File: config.mk
export PLATFORM = sky130hd
export DESIGN_NAME = pattern_gen
export DESIGN_NICKNAME = d
export VERILOG_FILES = /design/src/rtl/pattern_pkg.sv /design/src/rtl/pattern_pixel.sv /design/src/rtl/pattern_gen.sv
export SDC_FILE = /design/constraint.sdc
export NUM_CORES = 1
export LEC_CHECK = 0
export ABC_AREA = 1
export BUFFER_PORTS_ARGS = -buffer_cell sky130_fd_sc_hd__buf_2
export CAP_MARGIN = 20
export CORE_MARGIN = 2
export CORE_UTILIZATION = 45
export DETAILED_ROUTE_END_ITERATION = 10
export PLACE_DENSITY = 0.7
export SLEW_MARGIN = 20
export SYNTH_ARGS = -nofsm -noshare
export SYNTH_HDL_FRONTEND = slang
export SYNTH_HIERARCHICAL = 1
export SYNTH_SLANG_ARGS = --single-unit
File: constraint.sdc
create_clock -name i_clk -period 2.55 [get_ports i_clk]
set_clock_uncertainty 0.2 [all_clocks]
set_input_delay 0.51 -clock i_clk [delete_from_list [all_inputs] [get_ports i_clk]]
set_output_delay 0.51 -clock i_clk [all_outputs]
set_load 0.01 [all_outputs]
File: src/rtl/pattern_pkg.sv
// Shared definitions for the LVDS test-pattern generator: mode encodings,
// colour-bar table and colour packing helpers.
package pattern_pkg;

  localparam int unsigned FRAME_W     = 8;
  localparam int unsigned MAX_COMP_W  = 16;
  localparam int unsigned MAX_COLOR_W = 3 * MAX_COMP_W;

  typedef enum logic [2:0] {
    MODE_SOLID    = 3'd0,
    MODE_GRADIENT = 3'd1,
    MODE_BARS     = 3'd2,
    MODE_CHECKER  = 3'd3,
    MODE_GRAY     = 3'd4,
    MODE_MOVING   = 3'd5,
    MODE_BLACK6   = 3'd6,
    MODE_BLACK7   = 3'd7
  } mode_e;

  // Frame-level state carried alongside each pixel group through stage 1.
  typedef struct packed {
    mode_e              mode;
    logic [FRAME_W-1:0] frame;
  } s1_meta_t;

  typedef logic [MAX_COMP_W-1:0]  comp_t;
  typedef logic [MAX_COLOR_W-1:0] color_t;

  // Bar order white..black as {R,G,B} full/zero flags.
  localparam logic [2:0] BAR_RGB [8] = '{
    3'b111, 3'b110, 3'b011, 3'b010, 3'b101, 3'b100, 3'b001, 3'b000
  };

  function automatic comp_t full_comp(input int unsigned comp_w);
    return comp_t'((32'd1 << comp_w) - 32'd1);
  endfunction

  // Packs three comp_w-wide components into {R,G,B} in the low 3*comp_w bits.
  function automatic color_t pack_rgb(input comp_t r, input comp_t g,
                                      input comp_t b, input int unsigned comp_w);
    color_t c;
    c = (color_t'(r) << (2 * comp_w)) | (color_t'(g) << comp_w) | color_t'(b);
    return c;
  endfunction

  function automatic color_t bar_color(input logic [2:0] idx,
                                       input int unsigned comp_w);
    logic [2:0] f;
    comp_t      full;
    f    = BAR_RGB[idx];
    full = full_comp(comp_w);
    return pack_rgb(f[2] ? full : '0, f[1] ? full : '0, f[0] ? full : '0, comp_w);
  endfunction

endpackage

File: src/rtl/pattern_pixel.sv
// Combinational colour of one lane from its coordinate, mode and frame count.
module pattern_pixel
  import pattern_pkg::*;
#(
  parameter int unsigned COORD_W    = 12,
  parameter int unsigned COMP_W     = 8,
  parameter int unsigned BAR_LOG2   = 7,
  parameter int unsigned CHECK_LOG2 = 5
) (
  input  logic [COORD_W:0]     i_x,
  input  logic [COORD_W-1:0]   i_y,
  input  mode_e                i_mode,
  input  logic [FRAME_W-1:0]   i_frame,
  input  logic [3*COMP_W-1:0]  i_solid,
  output logic [3*COMP_W-1:0]  o_color_c
);

  localparam int unsigned X_W     = COORD_W + 1;
  localparam int unsigned COLOR_W = 3 * COMP_W;

  logic [COMP_W-1:0] w_xc;
  logic [COMP_W-1:0] w_yc;
  logic [COMP_W-1:0] w_fc;
  logic [COMP_W-1:0] w_mov_r;
  logic [COMP_W-1:0] w_mov_g;
  logic [X_W-1:0]    w_bar_raw;
  logic [2:0]        w_bar_idx;
  logic              w_check;
  comp_t             w_full;
  logic              w_unused_y;

  assign w_xc      = COMP_W'(i_x);
  assign w_yc      = COMP_W'(i_y);
  assign w_fc      = COMP_W'(i_frame);
  assign w_mov_r   = w_xc + w_fc;
  assign w_mov_g   = w_yc + w_fc;
  // Bar index saturates at the last (black) bar for wide panels.
  assign w_bar_raw = i_x >> BAR_LOG2;
  assign w_bar_idx = (w_bar_raw > X_W'(7)) ? 3'd7 : 3'(w_bar_raw);
  assign w_check   = i_x[CHECK_LOG2] ^ i_y[CHECK_LOG2];
  assign w_full    = full_comp(COMP_W);
  assign w_unused_y = ^i_y;

  always_comb begin
    o_color_c = '0;
    case (i_mode)
      MODE_SOLID:    o_color_c = i_solid;
      MODE_GRADIENT: o_color_c = COLOR_W'(pack_rgb(comp_t'(w_xc), comp_t'(w_yc),
                                                   '0, COMP_W));
      MODE_BARS:     o_color_c = COLOR_W'(bar_color(w_bar_idx, COMP_W));
      MODE_CHECKER:  o_color_c = w_check ? COLOR_W'(pack_rgb(w_full, w_full, w_full, COMP_W))
                                         : '0;
      MODE_GRAY:     o_color_c = COLOR_W'(pack_rgb(comp_t'(w_xc), comp_t'(w_xc),
                                                   comp_t'(w_xc), COMP_W));
      MODE_MOVING:   o_color_c = COLOR_W'(pack_rgb(comp_t'(w_mov_r), comp_t'(w_mov_g),
                                                   comp_t'(w_fc), COMP_W));
      default:       o_color_c = '0;
    endcase
  end

endmodule

File: src/rtl/pattern_gen.sv
// Multi-lane test-pattern generator: frame-synchronous mode latch, frame
// counter, per-lane range checks and a two-stage colour pipeline.
module pattern_gen
  import pattern_pkg::*;
#(
  parameter int unsigned CHANNELS   = 2,
  parameter int unsigned COORD_W    = 12,
  parameter int unsigned COMP_W     = 8,
  parameter int unsigned H_ACTIVE   = 1024,
  parameter int unsigned V_ACTIVE   = 600,
  parameter int unsigned BAR_LOG2   = 7,
  parameter int unsigned CHECK_LOG2 = 5
) (
  input  logic                           i_clk,
  input  logic                           i_reset,
  input  logic                           i_valid,
  input  logic                           i_frame_start,
  input  logic [COORD_W-1:0]             i_x,
  input  logic [COORD_W-1:0]             i_y,
  input  logic [2:0]                     i_mode,
  input  logic [3*COMP_W-1:0]            i_solid,
  output logic                           o_valid,
  output logic [CHANNELS*3*COMP_W-1:0]   o_color
);

  localparam int unsigned X_W     = COORD_W + 1;
  localparam int unsigned COLOR_W = 3 * COMP_W;

  mode_e              r_mode;
  logic [FRAME_W-1:0] r_frame;

  logic               r_s1_valid;
  logic [X_W-1:0]     r_s1_x [CHANNELS];
  logic [COORD_W-1:0] r_s1_y;
  s1_meta_t           r_s1_meta;
  logic [COLOR_W-1:0] r_s1_solid;
  logic [CHANNELS-1:0] r_s1_in_range;

  logic               w_fs;
  s1_meta_t           w_meta;
  logic               w_y_ok;
  logic [X_W-1:0]     w_lane_x [CHANNELS];
  logic [CHANNELS-1:0] w_in_range;
  logic [COLOR_W-1:0] w_pix [CHANNELS];
  logic [CHANNELS*COLOR_W-1:0] w_color;

  assign w_fs   = i_valid & i_frame_start;
  assign w_y_ok = i_y < COORD_W'(V_ACTIVE);

  // The frame-start pixel already sees the new mode and incremented count.
  always_comb begin
    w_meta.mode  = r_mode;
    w_meta.frame = r_frame;
    if (w_fs) begin
      w_meta.mode  = mode_e'(i_mode);
      w_meta.frame = r_frame + FRAME_W'(1);
    end
  end

  for (genvar k = 0; k < CHANNELS; k++) begin : g_lane
    assign w_lane_x[k]   = X_W'(i_x) + X_W'(k);
    assign w_in_range[k] = w_y_ok && (w_lane_x[k] < X_W'(H_ACTIVE));

    pattern_pixel #(
      .COORD_W    (COORD_W),
      .COMP_W     (COMP_W),
      .BAR_LOG2   (BAR_LOG2),
      .CHECK_LOG2 (CHECK_LOG2)
    ) u_pixel (
      .i_x       (r_s1_x[k]),
      .i_y       (r_s1_y),
      .i_mode    (r_s1_meta.mode),
      .i_frame   (r_s1_meta.frame),
      .i_solid   (r_s1_solid),
      .o_color_c (w_pix[k])
    );

    assign w_color[k*COLOR_W +: COLOR_W] = r_s1_in_range[k] ? w_pix[k] : '0;
  end

  // Frame state, stage 1 and stage 2; data registers hold while invalid.
  always_ff @(posedge i_clk) begin
    if (i_reset) begin
      r_mode        <= MODE_SOLID;
      r_frame       <= '0;
      r_s1_valid    <= 1'b0;
      r_s1_y        <= '0;
      r_s1_meta     <= '0;
      r_s1_solid    <= '0;
      r_s1_in_range <= '0;
      for (int k = 0; k < CHANNELS; k++) r_s1_x[k] <= '0;
      o_valid       <= 1'b0;
      o_color       <= '0;
    end else begin
      r_s1_valid <= i_valid;
      o_valid    <= r_s1_valid;
      if (w_fs) begin
        r_mode  <= w_meta.mode;
        r_frame <= w_meta.frame;
      end
      if (i_valid) begin
        r_s1_y        <= i_y;
        r_s1_meta     <= w_meta;
        r_s1_solid    <= i_solid;
        r_s1_in_range <= w_in_range;
        for (int k = 0; k < CHANNELS; k++) r_s1_x[k] <= w_lane_x[k];
      end
      if (r_s1_valid) begin
        o_color <= w_color;
      end
    end
  end

endmodule

==> impl_metrics.env <==
export IMPL_outcome="finished clean"
export IMPL_layout_nets=1226
export IMPL_grt_pass1_wl_um=36100
export IMPL_ctsHtreeMaxLevel=4
export IMPL_seq_area_um2=2870
export IMPL_drive_gt1_frac=0.158
export IMPL_avgSynthCellArea_um2=7.15
export IMPL_grt_max_degree=61
export IMPL_vias_per_cell=5.41
export IMPL_post_cts_setup_buffers=0
export IMPL_design_core_area_um2=16400
export IMPL_setup_viol=0
export IMPL_cp_top_family="flip-flops"
export IMPL_clk_pin_slew_ps=60
export IMPL_dr_pass1_iters=5
export IMPL_timing_critical_path_mode_cell="nor2_1"
export IMPL_hpwl_um=16900
export IMPL_worst_pin_slew_ps=991
export IMPL_hold_viol=0
export IMPL_insertion_delay_ps=430
export IMPL_cts_root_buf="clkbuf_16"
export IMPL_crit_fanout=9
export IMPL_syn_inst=1044
export IMPL_post_route_min_period_ps=2240
export IMPL_ios=104
export IMPL_end_kind="flip-flop"
export IMPL_ys_warn_count=6
export IMPL_overflow=0
export IMPL_dp_cells=1338
export IMPL_timing_final_crit_share=0.880
export IMPL_tns_ps=0
export IMPL_drc=0
export IMPL_cts_path_max_buffers=2
export IMPL_crit_arrival_ps=2400
export IMPL_path_class="flip-flop to flip-flop"
export IMPL_antenna_cells=0
export IMPL_slowest_delay_ps=580
export IMPL_p_leak_uw=0.00426
export IMPL_ctsResizeCount=0
export IMPL_powerDensity_nw_per_um2=609
export IMPL_antenna_found_initial=0
export IMPL_min_path_type="input port to flip-flop"
export IMPL_cts_tree="yes"
export IMPL_rsz0062_at_grt="false"
export IMPL_drtAntennaViolNets=0
export IMPL_grt_usage=0.264
export IMPL_routed_wl_um=22900
export IMPL_syn2layout_area_growth_pct=17.2
export IMPL_multi_input_area_um2=4050
export IMPL_hold_buffers=0
export IMPL_clock_sinks=131
export IMPL_die_area_um2=17600
export IMPL_finalHoldWorstSlack_ps=84.9
export IMPL_vias=7405
export IMPL_drt_iter0_drc=703
export IMPL_port_buffers=103
export IMPL_rows=47
export IMPL_crit_path_top_delay_cell="dfxtp_1"
export IMPL_ir_drop_mv=0.503
export IMPL_max_cap_viol_count=0
export IMPL_worstPathRequired_ps=2710
export IMPL_fin_cells=1370
export IMPL_fillCellCount=1611
export IMPL_start_util=0.455
export IMPL_startpoint_type="flip-flop"
export IMPL_die_w_um=133
export IMPL_synth_area_um2=7460
export IMPL_relSlewSlack=0.338
export IMPL_numCtsBuffers=17
export IMPL_syn_num_nets=1133
export IMPL_crit_buf_inv=1
export IMPL_drv_slew=0
export IMPL_grt_pass1_vias=6726
export IMPL_gp_congestion=0.979
export IMPL_fp_dieH_um=133
export IMPL_fmaxAchievable_mhz=446
export IMPL_wl_per_cell_um=16.7
export IMPL_crit_chain="inv_1 > fa_1 > nor2_1 > or2_2 > nor2_1 > o21ai_0 > nand3_1 > a21oi_1"
[sequential cells by signal, summed over array words and instances, names as in the netlist]
name / flops
r_s1_solid: 24
o_color: 48
r_s1_meta: 11
r_s1_x: 25
r_frame: 8
o_valid: 1
r_s1_y: 8
r_mode: 3
r_s1_in_range: 2
r_s1_valid: 1
[layer usage]
layer	vias up	routed length [um]	GRT usage	part of all wire
li1	3654	-	-	-
met4	0	725	0.111	0.032
met2	358	10000	0.404	0.44
met3	57	2030	0.0533	0.089
met5	-	0	0	0
met1	3336	10100	0.363	0.44
[metrics by stage]
step           worst slack, ps  cell area (um2)  total power [uW]  utilization
4_1_cts                    344             8750              5360        0.533
3_3_place_gp               332             8150              2850        0.497
5_1_grt                    149             8750              5520        0.533
6_report                   307             8750              5330        0.533
3_5_place_dp               359             8150              2850        0.497
2_1_floorplan              501             7460              2650            -
[final timing paths]
path                        startpoint  depth (start not counted)                          end  slack [ps]
min                        i_solid[18]                          2  r_s1_solid[18]$_SDFFE_PP0P_          80
min reg2reg   o_color[27]$_SDFFE_PP0P_                          2     o_color[27]$_SDFFE_PP0P_         260
max          r_s1_meta[1]$_SDFFE_PP0P_                          8     o_color[36]$_SDFFE_PP0P_         310
max reg2reg  r_s1_meta[1]$_SDFFE_PP0P_                          8     o_color[36]$_SDFFE_PP0P_         310
[area by class of cell]
type	instances	share of cell area
clock buffer	19	0.0519
tap	220	0.0315
multi-input combinational	789	0.463
inverter	81	0.0347
sequential	131	0.328
clock inverter	13	0.0167
timing repair buffer	117	0.0738
[where the power goes]
| part | total, uW | internal, uW | switching, uW |
|---|---|---|---|
| clock | 2510 | 1510 | 999 |
| combinational | 539 | 192 | 347 |
| sequential | 2280 | 2190 | 92.5 |
[cells in the final DEF, fill, tap and decap left out, drive strengths merged]
master	count
clkinv	2
xnor2	3
mux2i	4
o21a	4
bufinv	2
conb	1
or2	8
nor3b	4
a21oi	90
a22oi	2
fa	4
nand3	119
nor3	3
inv	87
a22o	31
nand2	321
nor2	97
edfxtp	25
a31oi	2
ha	30
buf	117
nand3b	18
dfxtp	106
clkbuf	19
clkinvlp	3
xor2	5
nand4	7
a21o	4
o21ai	32
(Power assumes the default switching activity.)
